[src/rtl/vga_timing_if.sv]
// Raster timing bundle between the VGA timing generator and the pixel/colour blocks.
// master drives counters, decodes and delayed syncs; slave supplies the advance enable.
interface vga_timing_if;
  logic       enable;
  logic [9:0] horizontal_num;
  logic [9:0] vertical_num;
  logic       load_enable;
  logic       line_start;
  logic       frame_start;
  logic       hsync;
  logic       vsync;
  logic       blank_n;

  modport master (
    input  enable,
    output horizontal_num, vertical_num, load_enable, line_start, frame_start,
    output hsync, vsync, blank_n
  );

  modport slave (
    output enable,
    input  horizontal_num, vertical_num, load_enable, line_start, frame_start,
    input  hsync, vsync, blank_n
  );
endinterface

[src/rtl/vga_timing_gen.sv]
// 640x480@60 raster counters with registered decodes; syncs/blank_n lag by PIPE_DLY clocks.
// enable=0 holds counters and sync pipeline while clearing the visible/start strobes.
module vga_timing_gen #(
  parameter int HVID     = 640,
  parameter int HFP      = 16,
  parameter int HSP      = 96,
  parameter int HBP      = 48,
  parameter int VVID     = 480,
  parameter int VFP      = 10,
  parameter int VSP      = 2,
  parameter int VBP      = 33,
  parameter bit SYNC_POL = 1'b0,
  parameter int PIPE_DLY = 1
) (
  input  logic         clk_25,
  input  logic         n_rst,
  vga_timing_if.master bus
);

  localparam int HTOT = HVID + HFP + HSP + HBP;
  localparam int VTOT = VVID + VFP + VSP + VBP;

  localparam logic [9:0] H_LAST     = 10'(HTOT - 1);
  localparam logic [9:0] V_LAST     = 10'(VTOT - 1);
  localparam logic [9:0] H_VIS      = 10'(HVID);
  localparam logic [9:0] V_VIS      = 10'(VVID);
  localparam logic [9:0] H_SYNC_ON  = 10'(HVID + HFP);
  localparam logic [9:0] H_SYNC_OFF = 10'(HVID + HFP + HSP);
  localparam logic [9:0] V_SYNC_ON  = 10'(VVID + VFP);
  localparam logic [9:0] V_SYNC_OFF = 10'(VVID + VFP + VSP);

  localparam logic SYNC_ON  = SYNC_POL;
  localparam logic SYNC_OFF = !SYNC_POL;

  if (HTOT > 1024 || VTOT > 1024) begin : g_bad_geometry
    $error("vga_timing_gen: HTOT and VTOT must not exceed 1024");
  end
  if (PIPE_DLY < 0 || PIPE_DLY > 4) begin : g_bad_pipe_dly
    $error("vga_timing_gen: PIPE_DLY must be within 0..4");
  end

  logic [9:0] h_cnt;
  logic [9:0] v_cnt;
  logic [9:0] h_next;
  logic [9:0] v_next;
  logic       vis_next;
  logic       hs_act_next;
  logic       vs_act_next;

  // vis_raw keeps the visibility decode through a pause so the blank pipeline
  // resumes with the right value, while load_enable itself is forced low.
  logic       vis_raw;
  logic       hs_raw;
  logic       vs_raw;
  logic       le_q;
  logic       ls_q;
  logic       fs_q;

  always_comb begin
    h_next = (h_cnt == H_LAST) ? 10'd0 : h_cnt + 10'd1;
    v_next = v_cnt;
    if (h_cnt == H_LAST) begin
      v_next = (v_cnt == V_LAST) ? 10'd0 : v_cnt + 10'd1;
    end
    vis_next    = (h_next < H_VIS) && (v_next < V_VIS);
    hs_act_next = (h_next >= H_SYNC_ON) && (h_next < H_SYNC_OFF);
    vs_act_next = (v_next >= V_SYNC_ON) && (v_next < V_SYNC_OFF);
  end

  always_ff @(posedge clk_25 or negedge n_rst) begin
    if (!n_rst) begin
      h_cnt   <= H_LAST;
      v_cnt   <= V_LAST;
      vis_raw <= 1'b0;
      hs_raw  <= SYNC_OFF;
      vs_raw  <= SYNC_OFF;
      le_q    <= 1'b0;
      ls_q    <= 1'b0;
      fs_q    <= 1'b0;
    end else if (bus.enable) begin
      h_cnt   <= h_next;
      v_cnt   <= v_next;
      vis_raw <= vis_next;
      hs_raw  <= hs_act_next ? SYNC_ON : SYNC_OFF;
      vs_raw  <= vs_act_next ? SYNC_ON : SYNC_OFF;
      le_q    <= vis_next;
      ls_q    <= (h_next == 10'd0);
      fs_q    <= (h_next == 10'd0) && (v_next == 10'd0);
    end else begin
      le_q    <= 1'b0;
      ls_q    <= 1'b0;
      fs_q    <= 1'b0;
    end
  end

  if (PIPE_DLY == 0) begin : g_no_pipe
    assign bus.hsync   = hs_raw;
    assign bus.vsync   = vs_raw;
    assign bus.blank_n = vis_raw;
  end else begin : g_pipe
    logic [PIPE_DLY-1:0] hs_sr;
    logic [PIPE_DLY-1:0] vs_sr;
    logic [PIPE_DLY-1:0] bl_sr;

    always_ff @(posedge clk_25 or negedge n_rst) begin
      if (!n_rst) begin
        hs_sr <= {PIPE_DLY{SYNC_OFF}};
        vs_sr <= {PIPE_DLY{SYNC_OFF}};
        bl_sr <= '0;
      end else if (bus.enable) begin
        hs_sr[0] <= hs_raw;
        vs_sr[0] <= vs_raw;
        bl_sr[0] <= vis_raw;
        for (int i = 1; i < PIPE_DLY; i++) begin
          hs_sr[i] <= hs_sr[i-1];
          vs_sr[i] <= vs_sr[i-1];
          bl_sr[i] <= bl_sr[i-1];
        end
      end
    end

    assign bus.hsync   = hs_sr[PIPE_DLY-1];
    assign bus.vsync   = vs_sr[PIPE_DLY-1];
    assign bus.blank_n = bl_sr[PIPE_DLY-1];
  end

  assign bus.horizontal_num = h_cnt;
  assign bus.vertical_num   = v_cnt;
  assign bus.load_enable    = le_q;
  assign bus.line_start     = ls_q;
  assign bus.frame_start    = fs_q;

endmodule

[src/flat_wrapper.sv]
// flat-port wrapper written by rule: the top's interface ports become plain ports
module vga_timing_gen_flat 
#(
  parameter int HVID     = 640,
  parameter int HFP      = 16,
  parameter int HSP      = 96,
  parameter int HBP      = 48,
  parameter int VVID     = 480,
  parameter int VFP      = 10,
  parameter int VSP      = 2,
  parameter int VBP      = 33,
  parameter bit SYNC_POL = 1'b0,
  parameter int PIPE_DLY = 1
)
  (clk_25, n_rst, bus_enable, bus_horizontal_num, bus_vertical_num, bus_load_enable, bus_line_start, bus_frame_start, bus_hsync, bus_vsync, bus_blank_n);
  vga_timing_if bus_i ();
  input  logic clk_25;
  input  logic n_rst;
  input wire logic [$bits(bus_i.enable)-1:0] bus_enable;
  output wire logic [$bits(bus_i.horizontal_num)-1:0] bus_horizontal_num;
  output wire logic [$bits(bus_i.vertical_num)-1:0] bus_vertical_num;
  output wire logic [$bits(bus_i.load_enable)-1:0] bus_load_enable;
  output wire logic [$bits(bus_i.line_start)-1:0] bus_line_start;
  output wire logic [$bits(bus_i.frame_start)-1:0] bus_frame_start;
  output wire logic [$bits(bus_i.hsync)-1:0] bus_hsync;
  output wire logic [$bits(bus_i.vsync)-1:0] bus_vsync;
  output wire logic [$bits(bus_i.blank_n)-1:0] bus_blank_n;
  assign bus_i.enable = bus_enable;
  assign bus_horizontal_num = bus_i.horizontal_num;
  assign bus_vertical_num = bus_i.vertical_num;
  assign bus_load_enable = bus_i.load_enable;
  assign bus_line_start = bus_i.line_start;
  assign bus_frame_start = bus_i.frame_start;
  assign bus_hsync = bus_i.hsync;
  assign bus_vsync = bus_i.vsync;
  assign bus_blank_n = bus_i.blank_n;
  vga_timing_gen #(.HVID(HVID), .HFP(HFP), .HSP(HSP), .HBP(HBP), .VVID(VVID), .VFP(VFP), .VSP(VSP), .VBP(VBP), .SYNC_POL(SYNC_POL), .PIPE_DLY(PIPE_DLY)) u_core (.clk_25(clk_25), .n_rst(n_rst), .bus(bus_i));
endmodule
[config.mk]
export PLATFORM = sky130hd
export DESIGN_NAME = vga_timing_gen_flat
export DESIGN_NICKNAME = d
export VERILOG_FILES = /design/src/rtl/vga_timing_if.sv /design/src/rtl/vga_timing_gen.sv /design/src/flat_wrapper.sv
export SDC_FILE = /design/constraint.sdc
export NUM_CORES = 1
export LEC_CHECK = 0
export ABC_CLOCK_PERIOD_IN_PS = 5900
export CAP_MARGIN = 20
export CORE_MARGIN = 8
export CORE_UTILIZATION = 45
export CTS_CLUSTER_DIAMETER = 30
export DETAILED_ROUTE_END_ITERATION = 7
export GPL_TIMING_DRIVEN = 0
export PLACE_DENSITY = 0.69
export SLEW_MARGIN = 15
export SYNTH_ARGS = -nofsm -noshare
export SYNTH_HDL_FRONTEND = slang
export SYNTH_SLANG_ARGS = --single-unit
[constraint.sdc]
create_clock -name clk_25 -period 5.9 [get_ports clk_25]
set_input_delay 1.18 -clock clk_25 [delete_from_list [all_inputs] [get_ports clk_25]]
set_output_delay 1.18 -clock clk_25 [all_outputs]
set_load 0.02 [all_outputs]
==> flow_results.xml <==
<?xml version="1.0" encoding="UTF-8"?>
<metrics>
  <group name="status">
    <metric name="outcome" unit="">complete, no violations</metric>
  </group>
  <group name="clocking">
    <metric name="cts_post_setup_buffers_inserted" unit="">0</metric>
    <metric name="max-clock-path-buffers" unit="">2</metric>
    <metric name="clock_tree.root_cell" unit="">sky130_fd_sc_hd__clkbuf_8</metric>
    <metric name="clkLatencyLatePin" unit="ns">0.29</metric>
    <metric name="clkSinkCount" unit="">29</metric>
    <metric name="clock_buffer_count_from_cts" unit="">5</metric>
    <metric name="post_cts_clock_slew_at_the_launch_and_capture_registers_of_the_worst_setup_and_hold_paths" unit="ns">0.06</metric>
    <metric name="post_cts_resized" unit="">0</metric>
    <metric name="tritoncts" unit="">yes</metric>
    <metric name="post_cts_hold_buffer_count" unit="">0</metric>
    <metric name="h-tree-depth" unit="">2</metric>
  </group>
  <group name="logic_synthesis">
    <metric name="synth.largest_area_cell" unit="">sky130_fd_sc_hd__dfrtp_1</metric>
    <metric name="netlist.area_leader.share" unit="%">20.39</metric>
    <metric name="synth-edff-count" unit="">0</metric>
    <metric name="synth_mux_area_share" unit="%">4.147</metric>
    <metric name="synth_compound_area_share" unit="%">17.74</metric>
    <metric name="syn-instance-count" unit="">196</metric>
    <metric name="syn_avg_cell_area" unit="sq um">9.390</metric>
    <metric name="proportion_of_synthesized_chip_area_in_sequential_cells" unit="%">40.38</metric>
    <metric name="asyncSetResetFlopFracSynth" unit="%">100.0</metric>
    <metric name="synth.top_cells.by_area" unit="">sky130_fd_sc_hd__dfrtp_1, sky130_fd_sc_hd__dfstp_2, sky130_fd_sc_hd__xnor2_1</metric>
    <metric name="synth_simple_gate_area_share" unit="%">23.18</metric>
    <metric name="ys_ff_latch" unit="">29</metric>
    <metric name="synth_top_family_by_area" unit="">simple AND/OR/NAND/NOR gates</metric>
    <metric name="syn_area" unit="sq mm">0.001841</metric>
    <metric name="postSynthNetCount" unit="">203</metric>
    <metric name="ys_dominant_reg_cell" unit="">sky130_fd_sc_hd__dfrtp_1</metric>
    <metric name="number_of_warnings_reported_in_the_yosys_synthesis_log" unit="">0</metric>
    <metric name="synth-xor-area-share" unit="%">7.138</metric>
    <metric name="synth_fa_ha_area_share" unit="%">2.719</metric>
    <metric name="yosys.cell_types.count" unit="">52</metric>
  </group>
  <group name="global_routing">
    <metric name="pin_count_of_the_biggest_net_entering_global_routing" unit="">30</metric>
    <metric name="met3_usage_in_global_routing" unit="%">2.703</metric>
    <metric name="grt_first_pass_wirelength" unit="um">7369</metric>
    <metric name="grt-busiest-layer" unit="">met2</metric>
    <metric name="groute.layer.met2.usage" unit="%">21.75</metric>
    <metric name="grt_util_met1" unit="%">19.37</metric>
    <metric name="sum_of_overflow_across_all_layers_after_global_routing" unit="">0</metric>
    <metric name="first_global_vias" unit="">1555</metric>
    <metric name="grt_util_all_layers" unit="%">14.72</metric>
    <metric name="grt_antenna_before_repair" unit="">0</metric>
  </group>
  <group name="job">
    <metric name="timing.max_cap.violations" unit="">0</metric>
  </group>
  <group name="timing">
    <metric name="fin_crit_sh" unit="%">46.18</metric>
    <metric name="max-slew-margin-rel" unit="%">58.22</metric>
    <metric name="setup-tns-final" unit="ns">0</metric>
    <metric name="unrepaired_setup_endpoints_after_global_routing" unit="">no</metric>
    <metric name="max_freq" unit="MHz">367.1</metric>
    <metric name="report.final.slew_viol_count" unit="">0</metric>
    <metric name="finalSetupViolCount" unit="">0</metric>
    <metric name="hold_viol_final" unit="">0</metric>
    <metric name="layout_min_cycle_time" unit="ns">2.724</metric>
    <metric name="tightest_pin_transition" unit="ns">0.6267</metric>
    <metric name="finClkSkew" unit="ns">0.009142</metric>
  </group>
  <group name="die">
    <metric name="die_w" unit="um">79.96</metric>
    <metric name="top_level_ports" unit="">29</metric>
    <metric name="floorplan.die_area" unit="sq mm">0.006393</metric>
    <metric name="placement_rows" unit="">23</metric>
    <metric name="floorplan.core_area" unit="sq mm">0.003971</metric>
    <metric name="initial_core_util" unit="%">46.35</metric>
    <metric name="floorplan.die.height" unit="um">79.96</metric>
  </group>
  <group name="power">
    <metric name="clockPowerShare" unit="%">26.2</metric>
    <metric name="power.switching_fraction" unit="%">34.66</metric>
    <metric name="worst_vdd_drop" unit="uV">192.8</metric>
    <metric name="cellLeakagePower" unit="nW">0.8856</metric>
    <metric name="pwr_density_cell" unit="mW/mm^2">283.5</metric>
    <metric name="intPower" unit="mW">0.4202</metric>
    <metric name="sequentialPowerShare" unit="%">41.0</metric>
    <metric name="p_sw" unit="mW">0.2229</metric>
    <metric name="share_comb_of_total_power" unit="%">32.9</metric>
  </group>
  <group name="placement">
    <metric name="sum_of_net_half_perimeters_after_detailed_placement" unit="um">3213</metric>
    <metric name="final_estimated_routing_congestion_in_global_placement" unit="">0.9084</metric>
    <metric name="io_buffers" unit="">28</metric>
  </group>
  <group name="cells_and_area">
    <metric name="antenna-diode-count" unit="">0</metric>
    <metric name="seqCellArea" unit="sq um">743.2</metric>
    <metric name="layout-drive-gt1-share" unit="%">19.40</metric>
    <metric name="area_growth" unit="%">23.25</metric>
    <metric name="finish.net_count" unit="">238</metric>
    <metric name="final_core_utilization" unit="%">57.12</metric>
    <metric name="layout.filler_cells" unit="">373</metric>
    <metric name="multi_input_comb_area" unit="sq mm">0.001011</metric>
  </group>
  <group name="setup_path">
    <metric name="critical_path_class" unit="">input pin to flip-flop</metric>
    <metric name="timing.critical_path.from_type" unit="">input pin</metric>
    <metric name="crit_arrival" unit="ns">2.89</metric>
    <metric name="endpoint_kind" unit="">flip-flop</metric>
    <metric name="critical_path_peak_fanout" unit="">10</metric>
    <metric name="cp_data_required_time" unit="ns">6.07</metric>
  </group>
  <group name="route">
    <metric name="detail_route.wl_per_cell" unit="um">15.77</metric>
    <metric name="drt_iter0_markers" unit="">116</metric>
    <metric name="drc" unit="">0</metric>
    <metric name="via_cell_ratio" unit="">5.745</metric>
    <metric name="postRouteAntennaNets" unit="">0</metric>
    <metric name="detailroute.via_count" unit="">1620</metric>
    <metric name="detail_route.first_pass.iterations" unit="">4</metric>
    <metric name="postRouteWirelength" unit="um">4447</metric>
  </group>
  <group name="min_path">
    <metric name="hp-class" unit="">flip-flop to flip-flop</metric>
  </group>
</metrics>
[state kept, by name, summed over array words and instances (netlist names)]
| register | flops |
|---|---|
| u_core.vs_raw | 1 |
| u_core.bus.frame_start | 1 |
| u_core.bus.horizontal_num | 10 |
| u_core.bus.blank_n | 1 |
| u_core.bus.line_start | 1 |
| u_core.bus.load_enable | 1 |
| u_core.vis_raw | 1 |
| u_core.bus.vertical_num | 10 |
| u_core.bus.hsync | 1 |
| u_core.bus.vsync | 1 |
| u_core.hs_raw | 1 |
[path summary, 6_finish.rpt]
| kind | startpoint | to | slack (ns) | cells past startpoint |
|---|---|---|---|---|
| max | bus_enable | u_core.bus.horizontal_num[7] | 3.18 | 5 |
| min | u_core.vis_raw | u_core.vis_raw | 0.48 | 1 |
| max reg2reg | u_core.bus.horizontal_num[0] | u_core.vs_raw | 3.37 | 7 |
| min reg2reg | u_core.vis_raw | u_core.vis_raw | 0.48 | 1 |
| max in group asynchronous | n_rst | u_core.bus.horizontal_num[7] | 4.58 | 1 |
| min in group asynchronous | n_rst | u_core.bus.vertical_num[4] | 0.90 | 1 |
[cells in the mapped netlist (2+ instances only)]
cell and instances:
sky130_fd_sc_hd__a41oi_1 3, sky130_fd_sc_hd__dfstp_2 14, sky130_fd_sc_hd__clkbuf_1 4, sky130_fd_sc_hd__nor4_1 4, sky130_fd_sc_hd__and2_1 2, sky130_fd_sc_hd__a211oi_2 3
sky130_fd_sc_hd__mux2i_1 2, sky130_fd_sc_hd__dfrtp_1 15, sky130_fd_sc_hd__xor2_1 3, sky130_fd_sc_hd__o311ai_0 3, sky130_fd_sc_hd__or4_1 2, sky130_fd_sc_hd__or2_2 2
sky130_fd_sc_hd__and3_1 6, sky130_fd_sc_hd__nor2_1 12, sky130_fd_sc_hd__o31ai_1 7, sky130_fd_sc_hd__mux2_2 5, sky130_fd_sc_hd__a21oi_1 5, sky130_fd_sc_hd__nand3_1 11
sky130_fd_sc_hd__ha_1 4, sky130_fd_sc_hd__o21ai_0 11, sky130_fd_sc_hd__nor3_1 4, sky130_fd_sc_hd__inv_1 5, sky130_fd_sc_hd__nand2_1 19, sky130_fd_sc_hd__buf_2 6
sky130_fd_sc_hd__a31oi_1 3, sky130_fd_sc_hd__nand4_1 4, sky130_fd_sc_hd__xnor2_1 12
[critical path: stages]
cell and delay [ns]:
sky130_fd_sc_hd__clkdlybuf4s50_1 0.54, sky130_fd_sc_hd__buf_1 0.44, sky130_fd_sc_hd__clkbuf_1 0.46, sky130_fd_sc_hd__nand2_1 0.12, sky130_fd_sc_hd__xnor2_1 0.14
[power by group through the flow]
stage,Sequential (mW),Clock (mW),Combinational (mW)
detailed placement,0.266,0,0.213
finish,0.263,0.168,0.211
floorplan,0.291,0,0.109
CTS,0.263,0.172,0.214
global placement,0.265,0,0.212
global route,0.269,0.180,0.232
[cells by family after synthesis]
logic type               Yosys count
buffers and inverters             18
XOR/XNOR                          15
adder cells (fa/ha/maj)            4
flip-flops                        29
multiplexers                       7
AND/OR/NAND/NOR                   78
AO/OA/AOI/OAI                     45
[cell type report]
class / count / share of cell area, %
Buffer: 13 / 2.978
Timing Repair Buffer: 28 / 12.13
Multi-Input combinational cell: 149 / 44.57
Inverter: 5 / 0.8274
Sequential cell: 29 / 32.76
Clock buffer: 8 / 3.971
Tap cell: 50 / 2.758
[metrics by stage]
step	hold WS, ns	setup slack (ns)	area [sq um]	instances	power, mW
floorplan	0.4480	3.507	1841	196	0.3997
global placement	0.4629	2.880	2183	274	0.4766
detailed placement	0.4669	2.845	2178	274	0.4795
CTS	0.4801	3.144	2268	282	0.6492
global route	0.5105	3.014	2268	282	0.6814
finish	0.4801	3.176	2268	282	0.6431
[layer usage]
layer  vias to the layer above  routed length (um)
met4                         0                  68
met1                       774                2174
met2                        42                2001
met3                         6                 202
met5                         -                   0
li1                        798                   -
[placed cells by master, fill, tap and decap left out, types with 2 or more instances in the layout]
| master | Yosys | final |
|---|---|---|
| sky130_fd_sc_hd__o311ai_0 | 3 | 3 |
| sky130_fd_sc_hd__nor2_1 | 12 | 12 |
| sky130_fd_sc_hd__inv_1 | 5 | 5 |
| sky130_fd_sc_hd__ha_1 | 4 | 4 |
| sky130_fd_sc_hd__dfrtp_1 | 15 | 15 |
| sky130_fd_sc_hd__buf_2 | 6 | 7 |
| sky130_fd_sc_hd__nand3_1 | 11 | 11 |
| sky130_fd_sc_hd__a31oi_1 | 3 | 3 |
| sky130_fd_sc_hd__or4_1 | 2 | 2 |
| sky130_fd_sc_hd__nor3_1 | 4 | 4 |
| sky130_fd_sc_hd__xor2_1 | 3 | 3 |
| sky130_fd_sc_hd__or2_2 | 2 | 2 |
| sky130_fd_sc_hd__a211oi_2 | 3 | 3 |
| sky130_fd_sc_hd__nand4_1 | 4 | 4 |
| sky130_fd_sc_hd__o21ai_0 | 11 | 11 |
| sky130_fd_sc_hd__and3_1 | 6 | 6 |
| sky130_fd_sc_hd__a41oi_1 | 3 | 3 |
| sky130_fd_sc_hd__nor4_1 | 4 | 4 |
| sky130_fd_sc_hd__o31ai_1 | 7 | 7 |
| sky130_fd_sc_hd__mux2i_1 | 2 | 2 |
| sky130_fd_sc_hd__a21oi_1 | 5 | 5 |
| sky130_fd_sc_hd__mux2_2 | 5 | 5 |
| sky130_fd_sc_hd__and2_1 | 2 | 2 |
| sky130_fd_sc_hd__clkbuf_1 | 4 | 6 |
| sky130_fd_sc_hd__nand2_1 | 19 | 19 |
| sky130_fd_sc_hd__clkdlybuf4s50_1 | 0 | 27 |
| sky130_fd_sc_hd__xnor2_1 | 12 | 12 |
| sky130_fd_sc_hd__clkbuf_8 | 0 | 6 |
| sky130_fd_sc_hd__dfstp_2 | 14 | 14 |
No activity file was read; power rests on OpenSTA's default activity.
